`src/rtl/fmul_fma_front_pipe.sv`:
```
// Two-stage FP multiplier front end for the FMA path: exact, unrounded a*b in the
// widened format the fadd pipe consumes, with addend/op/rm and special flags forwarded.
module fmul_fma_front_pipe #(
  parameter int unsigned EXPWIDTH  = 8,
  parameter int unsigned PRECISION = 24,
  parameter int unsigned LEN       = EXPWIDTH + PRECISION
) (
  input  logic                   clk,
  input  logic                   rst_n,
  input  logic                   in_valid_i,
  output logic                   in_ready_o,
  input  logic [2:0]             in_op_i,
  input  logic [LEN-1:0]         in_a_i,
  input  logic [LEN-1:0]         in_b_i,
  input  logic [LEN-1:0]         in_c_i,
  input  logic [2:0]             in_rm_i,
  output logic                   out_valid_o,
  input  logic                   out_ready_i,
  output logic [2:0]             out_op_o,
  output logic [2:0]             out_rm_o,
  output logic                   out_prod_sign_o,
  output logic [EXPWIDTH-1:0]    out_prod_exp_o,
  output logic [2*PRECISION-2:0] out_prod_sig_o,
  output logic                   out_is_nan_o,
  output logic                   out_is_inf_o,
  output logic                   out_is_inv_o,
  output logic                   out_overflow_o,
  output logic [LEN-1:0]         out_add_another_o
);

  localparam int unsigned FRACW = PRECISION - 1;
  localparam int unsigned PRODW = 2 * PRECISION;
  localparam int unsigned SIGW  = 2 * PRECISION - 1;
  localparam int unsigned SEXPW = EXPWIDTH + 3;
  localparam int unsigned LZCW  = $clog2(PRODW + 1);
  localparam int unsigned BIAS  = (2 ** (EXPWIDTH - 1)) - 1;
  localparam int unsigned EMAX  = (2 ** EXPWIDTH) - 1;

  typedef struct packed {
    logic                 sign;
    logic [EXPWIDTH-1:0]  exp_eff;
    logic [PRECISION-1:0] sig;
    logic                 zero;
    logic                 inf;
    logic                 nan;
    logic                 snan;
  } unpk_t;

  typedef struct packed {
    logic                 sign;
    logic [SEXPW-1:0]     exp_sum;
    logic [PRECISION-1:0] sig_a;
    logic [PRECISION-1:0] sig_b;
    logic                 nan;
    logic                 inf;
    logic                 inv;
    logic                 zero;
    logic [2:0]           op;
    logic [2:0]           rm;
    logic [LEN-1:0]       c;
  } s1_t;

  typedef struct packed {
    logic                 sign;
    logic [EXPWIDTH-1:0]  exp;
    logic [SIGW-1:0]      sig;
    logic                 nan;
    logic                 inf;
    logic                 inv;
    logic                 ovf;
    logic [2:0]           op;
    logic [2:0]           rm;
    logic [LEN-1:0]       c;
  } s2_t;

  // Field split and class decode; subnormals get hidden bit 0 and exponent 1.
  function automatic unpk_t unpack(input logic [LEN-1:0] x);
    unpk_t               u;
    logic [EXPWIDTH-1:0] e;
    logic [FRACW-1:0]    f;
    e         = x[LEN-2 -: EXPWIDTH];
    f         = x[FRACW-1:0];
    u.sign    = x[LEN-1];
    u.exp_eff = (e == '0) ? EXPWIDTH'(1) : e;
    u.sig     = {(e != '0), f};
    u.zero    = (e == '0) && (f == '0);
    u.inf     = (e == '1) && (f == '0);
    u.nan     = (e == '1) && (f != '0);
    u.snan    = u.nan && !f[FRACW-1];
    return u;
  endfunction

  function automatic logic [LZCW-1:0] lzc_f(input logic [PRODW-1:0] x);
    logic [LZCW-1:0] n;
    logic            found;
    n     = '0;
    found = 1'b0;
    for (int i = PRODW - 1; i >= 0; i--) begin
      if (!found) begin
        if (x[i]) found = 1'b1;
        else      n = n + LZCW'(1);
      end
    end
    return n;
  endfunction

  logic  v1_q, v1_d, v2_q, v2_d;
  logic  s1_adv, s2_adv;
  s1_t   s1_q, s1_d, s1_n;
  s2_t   s2_q, s2_d, s2_n;
  unpk_t ua, ub;

  logic [PRODW-1:0]        prod, mant_n;
  logic [LZCW-1:0]         lzc;
  logic signed [SEXPW-1:0] exp_n;
  logic [SEXPW-1:0]        shamt;
  logic [SIGW-1:0]         sub_sig;
  logic                    sticky;

  assign s2_adv     = !v2_q || out_ready_i;
  assign s1_adv     = !v1_q || s2_adv;
  assign in_ready_o = s1_adv;

  // Stage 1: unpack, exponent sum, special-case classification.
  always_comb begin
    ua           = unpack(in_a_i);
    ub           = unpack(in_b_i);
    s1_n.sign    = ua.sign ^ ub.sign ^ in_op_i[1];
    s1_n.exp_sum = SEXPW'(ua.exp_eff) + SEXPW'(ub.exp_eff) - SEXPW'(BIAS) + SEXPW'(1);
    s1_n.sig_a   = ua.sig;
    s1_n.sig_b   = ub.sig;
    s1_n.inv     = (ua.inf && ub.zero) || (ua.zero && ub.inf) || ua.snan || ub.snan;
    s1_n.nan     = ua.nan || ub.nan || s1_n.inv;
    s1_n.inf     = (ua.inf || ub.inf) && !s1_n.nan;
    s1_n.zero    = ua.zero || ub.zero;
    s1_n.op      = in_op_i;
    s1_n.rm      = in_rm_i;
    s1_n.c       = in_c_i;
  end

  // Stage 2: full product, normalize, subnormal denormalize with sticky.
  always_comb begin
    prod   = PRODW'(s1_q.sig_a) * PRODW'(s1_q.sig_b);
    lzc    = lzc_f(prod);
    mant_n = prod << lzc;
    exp_n  = $signed(s1_q.exp_sum) - $signed(SEXPW'(lzc));
    shamt  = SEXPW'(1) - $unsigned(exp_n);
    if (shamt >= SEXPW'(PRODW)) begin
      sub_sig = '0;
      sticky  = |mant_n;
    end else begin
      sub_sig = SIGW'(mant_n >> shamt);
      sticky  = |(mant_n & ~({PRODW{1'b1}} << shamt));
    end

    s2_n      = '0;
    s2_n.sign = s1_q.sign;
    s2_n.nan  = s1_q.nan;
    s2_n.inf  = s1_q.inf;
    s2_n.inv  = s1_q.inv;
    s2_n.op   = s1_q.op;
    s2_n.rm   = s1_q.rm;
    s2_n.c    = s1_q.c;
    if (s1_q.nan) begin
      s2_n.sign = 1'b0;
      s2_n.exp  = '1;
      s2_n.sig  = {1'b1, {(SIGW - 1){1'b0}}};
    end else if (s1_q.inf) begin
      s2_n.exp = '1;
    end else if (s1_q.zero) begin
      s2_n.exp = '0;
    end else if (exp_n >= $signed(SEXPW'(EMAX))) begin
      s2_n.ovf = 1'b1;
      s2_n.exp = '1;
    end else if (exp_n[SEXPW-1] || (exp_n == '0)) begin
      s2_n.sig = sub_sig | SIGW'(sticky);
    end else begin
      s2_n.exp = EXPWIDTH'($unsigned(exp_n));
      s2_n.sig = mant_n[SIGW-1:0];
    end
  end

  always_comb begin
    v1_d = v1_q;
    v2_d = v2_q;
    s1_d = s1_q;
    s2_d = s2_q;
    if (s1_adv) v1_d = in_valid_i;
    if (s2_adv) v2_d = v1_q;
    if (s1_adv && in_valid_i) s1_d = s1_n;
    if (s2_adv && v1_q)       s2_d = s2_n;
  end

  always_ff @(posedge clk or negedge rst_n) begin
    if (!rst_n) begin
      v1_q <= 1'b0;
      v2_q <= 1'b0;
      s1_q <= '0;
      s2_q <= '0;
    end else begin
      v1_q <= v1_d;
      v2_q <= v2_d;
      s1_q <= s1_d;
      s2_q <= s2_d;
    end
  end

  assign out_valid_o       = v2_q;
  assign out_op_o          = s2_q.op;
  assign out_rm_o          = s2_q.rm;
  assign out_prod_sign_o   = s2_q.sign;
  assign out_prod_exp_o    = s2_q.exp;
  assign out_prod_sig_o    = s2_q.sig;
  assign out_is_nan_o      = s2_q.nan;
  assign out_is_inf_o      = s2_q.inf;
  assign out_is_inv_o      = s2_q.inv;
  assign out_overflow_o    = s2_q.ovf;
  assign out_add_another_o = s2_q.c;

endmodule

```
`config.mk`:
```
export PLATFORM = sky130hd
export DESIGN_NAME = fmul_fma_front_pipe
export DESIGN_NICKNAME = d
export VERILOG_FILES = /design/src/rtl/fmul_fma_front_pipe.sv
export SDC_FILE = /design/constraint.sdc
export NUM_CORES = 2
export LEC_CHECK = 0
export CORE_MARGIN = 2
export CORE_UTILIZATION = 30
export DETAILED_ROUTE_END_ITERATION = 7
export SYNTH_ARGS = -nofsm -noshare
export SYNTH_HDL_FRONTEND = slang
export SYNTH_SLANG_ARGS = --single-unit
```
`constraint.sdc`:
```
create_clock -name clk -period 62.2 [get_ports clk]
set_input_delay 12.44 -clock clk [delete_from_list [all_inputs] [get_ports clk]]
set_output_delay 12.44 -clock clk [all_outputs]
set_load 0.1 [all_outputs]
```
==> run_results.csv <==
group,metric,value,unit
die,die_w,387,um
place,routabilityCongestion,0.982,
yosys,yosys.area_share.simple,24.7,%
clocking,cts_tree,"built",
worst_setup_path,arrival,38.65,ns
place,hpwl,126000,um
worst_setup_path,reg2reg_from,"s1_q[81]",
yosys,ys_seq_area_share,11.5,%
yosys,synth_top_area_share,22.0,%
sta,finalCritPeriodShare,61.3,%
worst_setup_path,path_max_fanout,35,
yosys,synth_area_leaders,"fa_1 22%, dfrtp_1 11%, nand2_1 9.8%",
layout,fill_cells,15400,
job,drv_cap,0,
worst_setup_path,critPathBufInv,12,
grt,grt_pass1_wl,255000,um
worst_setup_path,cpMostUsedCell,"ha_1",
grt,grtUsageTotal,21.4,%
worst_setup_path,required,62.70,ns
worst_setup_path,cp-end-kind,"flop",
clocking,cts.sinks,202,
clocking,root_buffer,"clkbuf_16",
place,placed_area,47800,um^2
yosys,synth_top_cells_by_count,"1144 x nand2_1, 615 x inv_1, 484 x fa_1",
die,rows,140,
clocking,clockBufferDepth,3,
status,status,"complete, no violations",
yosys,synth_area,44000,um^2
detailed_routing,ant_nets,0,
yosys,synth_top_family_by_area,"adder cells",
worst_setup_path,worstReg2RegEnd,"out_prod_sig_o[0]",
detailed_routing,drt_iter0_drc,4039,
die,dieArea,150000,um^2
yosys,netlist_instances,5757,
clocking,cts-buffers-inserted,29,
yosys,synth_edf_count,0,
layout,finalNetCount,6562,
place,portBuffers,205,
grt,grt_max_degree,96,
detailed_routing,wl_per_cell,21.2,um
yosys,synth_seq_cells,202,
worst_setup_path,reg2reg_depth,153,
die,core,146000,um^2
clocking,path_clk_slew,0.08,ns
layout,synthToLayoutAreaGrowth,11.1,%
detailed_routing,dr.pass1.iters,8,
grt,grt_pass1_vias,42000,
worst_setup_path,cpPeakStageDelay,1.13,ns
sta,min_period,38.15,ns
sta,setup_viol,0,
die,fp.dieH,387,um
die,initial_core_util,30.2,%
die,io_pins,206,
yosys,synth_cell_type_count,122,
worst_setup_path,startpoint_type,"flop",
grt,antenna_found_initial,5,
layout,drive_above_1_share,4.92,%
clocking,cts-resized-gates,0,
yosys,synthMuxAreaShare,4.41,%
layout,multi_input_area,35300,um^2
layout,fin_area,48900,um^2
worst_setup_path,critical_path_class,"flop to flop",
yosys,ys_async_sr_fraction,100,%
sta,skew,0.0482,ns
hold_path,min_to,"out_add_another_o[28]",
hold_path,hp-class,"flop to flop",
yosys,synthesis.area_per_instance,7.64,um^2
detailed_routing,wl,162000,um
detailed_routing,via_per_inst,5.48,
detailed_routing,vias,42000,
yosys,yosys_warnings,0,
worst_setup_path,ff2ff_setup_slack,24.05,ns
worst_setup_path,cpMaxStageDelayCell,"dfrtp_1",
sta,rsz0062_at_grt,"false",
hold_path,worstHoldStart,"s1_q[28]",
sta,worst_pin_slew,1.35,ns
yosys,synthAdderAreaFrac,29.0,%
yosys,synth_compound_area_share,16.6,%
worst_setup_path,cpLargestDelayFamily,"compound AO/OA/AOI/OAI gates",
sta,maxSlewHeadroom,7.68,%
yosys,synth_ff_type,"dfrtp_1",
clocking,post_cts_buffers,0,
grt,grt_overflow,0,
sta,hold_viol_final,0,
clocking,h-tree-depth,1,
yosys,synth.most_common_cell,"nand2_1",
clocking,hold_buffers,0,
layout,seqCellArea,5050,um^2
yosys,yosys.area.top_type,"fa_1",
sta,fin_tns_setup,0,ns
clocking,clock_latency,0.65,ns
detailed_routing,drc,0,
sta,finalMaxSlewViolations,0,
yosys,syn_nets,6589,
hold_path,holdPathStages,2,
yosys,synth_xor_area_share,5.41,%
sta,fmax,26.2,MHz
-- placed cells by master, fill, tap and decap left out, types with 16 or more instances in the layout --
cell and instances:
o211ai_1 55, a21oi_1 270, nand4_1 52, fa_1 483, and2_1 312, mux2i_1 110, o21ai_1 30, nor2_1 396
clkbuf_16 29, dfrtp_1 202, nand2_1 1142, or3_1 36, buf_4 79, o22ai_1 27, a22oi_1 32, nand3_1 97
o21a_1 43, and3_1 43, nor3_1 101, a221oi_1 18, a21o_1 36, xor2_1 72, a221o_1 16, nor2b_1 17
a211oi_1 48, xnor2_1 119, a31oi_1 40, o221ai_1 23, nor4_1 42, ha_1 241, o31ai_1 22, inv_1 615
mux2_2 38, clkdlybuf4s50_1 204, o21ai_0 248, nand2b_1 28
-- state kept, by name, indices dropped and copies added, names as in the netlist, 3 cells and up --
| register | flops |
|---|---|
| out_prod_exp_o | 8 |
| out_op_o | 3 |
| out_add_another_o | 32 |
| s1_q | 102 |
| out_prod_sig_o | 47 |
| out_rm_o | 3 |
-- worst min-delay path: stages, from the launching register on --
cell and delay [ns]:
dfrtp_1 0.35, nand2_1 0.05, nand2_1 0.05
-- logic make-up after synthesis --
family | Yosys count
simple gates | 2364
compound gates | 1105
xor+xnor | 227
fa+ha+maj | 727
flops | 202
buf+inv | 963
mux | 169
-- per-stage QoR --
stage          hold slack [ns]  instances  util (%)  setup WS (ns)
2_1_floorplan            0.439       5757         -          29.78
3_3_place_gp             0.445       7615      32.8          25.81
3_5_place_dp             0.450       7615      32.8          24.93
4_1_cts                  0.444       7668      33.6          24.80
5_1_grt                  0.466       7669      33.6          21.26
6_report                 0.447       7671      33.6          24.05
-- area by class of cell --
cell class                 instances  area share (%)
multi-input combinational       4592            72.3
clock inverter                    20           0.607
tap                             1917            4.91
antenna                            2          0.0102
sequential                       202            10.3
inverter                         621            4.78
timing repair buffer             284            5.42
clock buffer                      33            1.58
-- how the worst max path moves through the flow --
stage              from                 end  slack (ns)  cells past startpoint
5_1_grt        s1_q[81]   out_prod_sig_o[0]       21.26                    155
3_5_place_dp   s1_q[81]   out_prod_sig_o[0]       24.93                    155
6_report       s1_q[81]   out_prod_sig_o[0]       24.05                    153
2_1_floorplan  s1_q[45]   out_prod_sig_o[0]       29.78                    171
4_1_cts        s1_q[81]   out_prod_sig_o[0]       24.80                    155
3_3_place_gp   s1_q[81]  out_prod_sig_o[12]       25.81                    152
-- layer usage --
layer	part of all wire (%)	track usage, %
met1	43	29.5
met2	44	33.7
met3	9.2	4.75
met4	2.9	5.54
met5	0.018	0
Power is not shown: default switching activity piles up to over one toggle a cycle in this logic, so the estimate is an artifact.
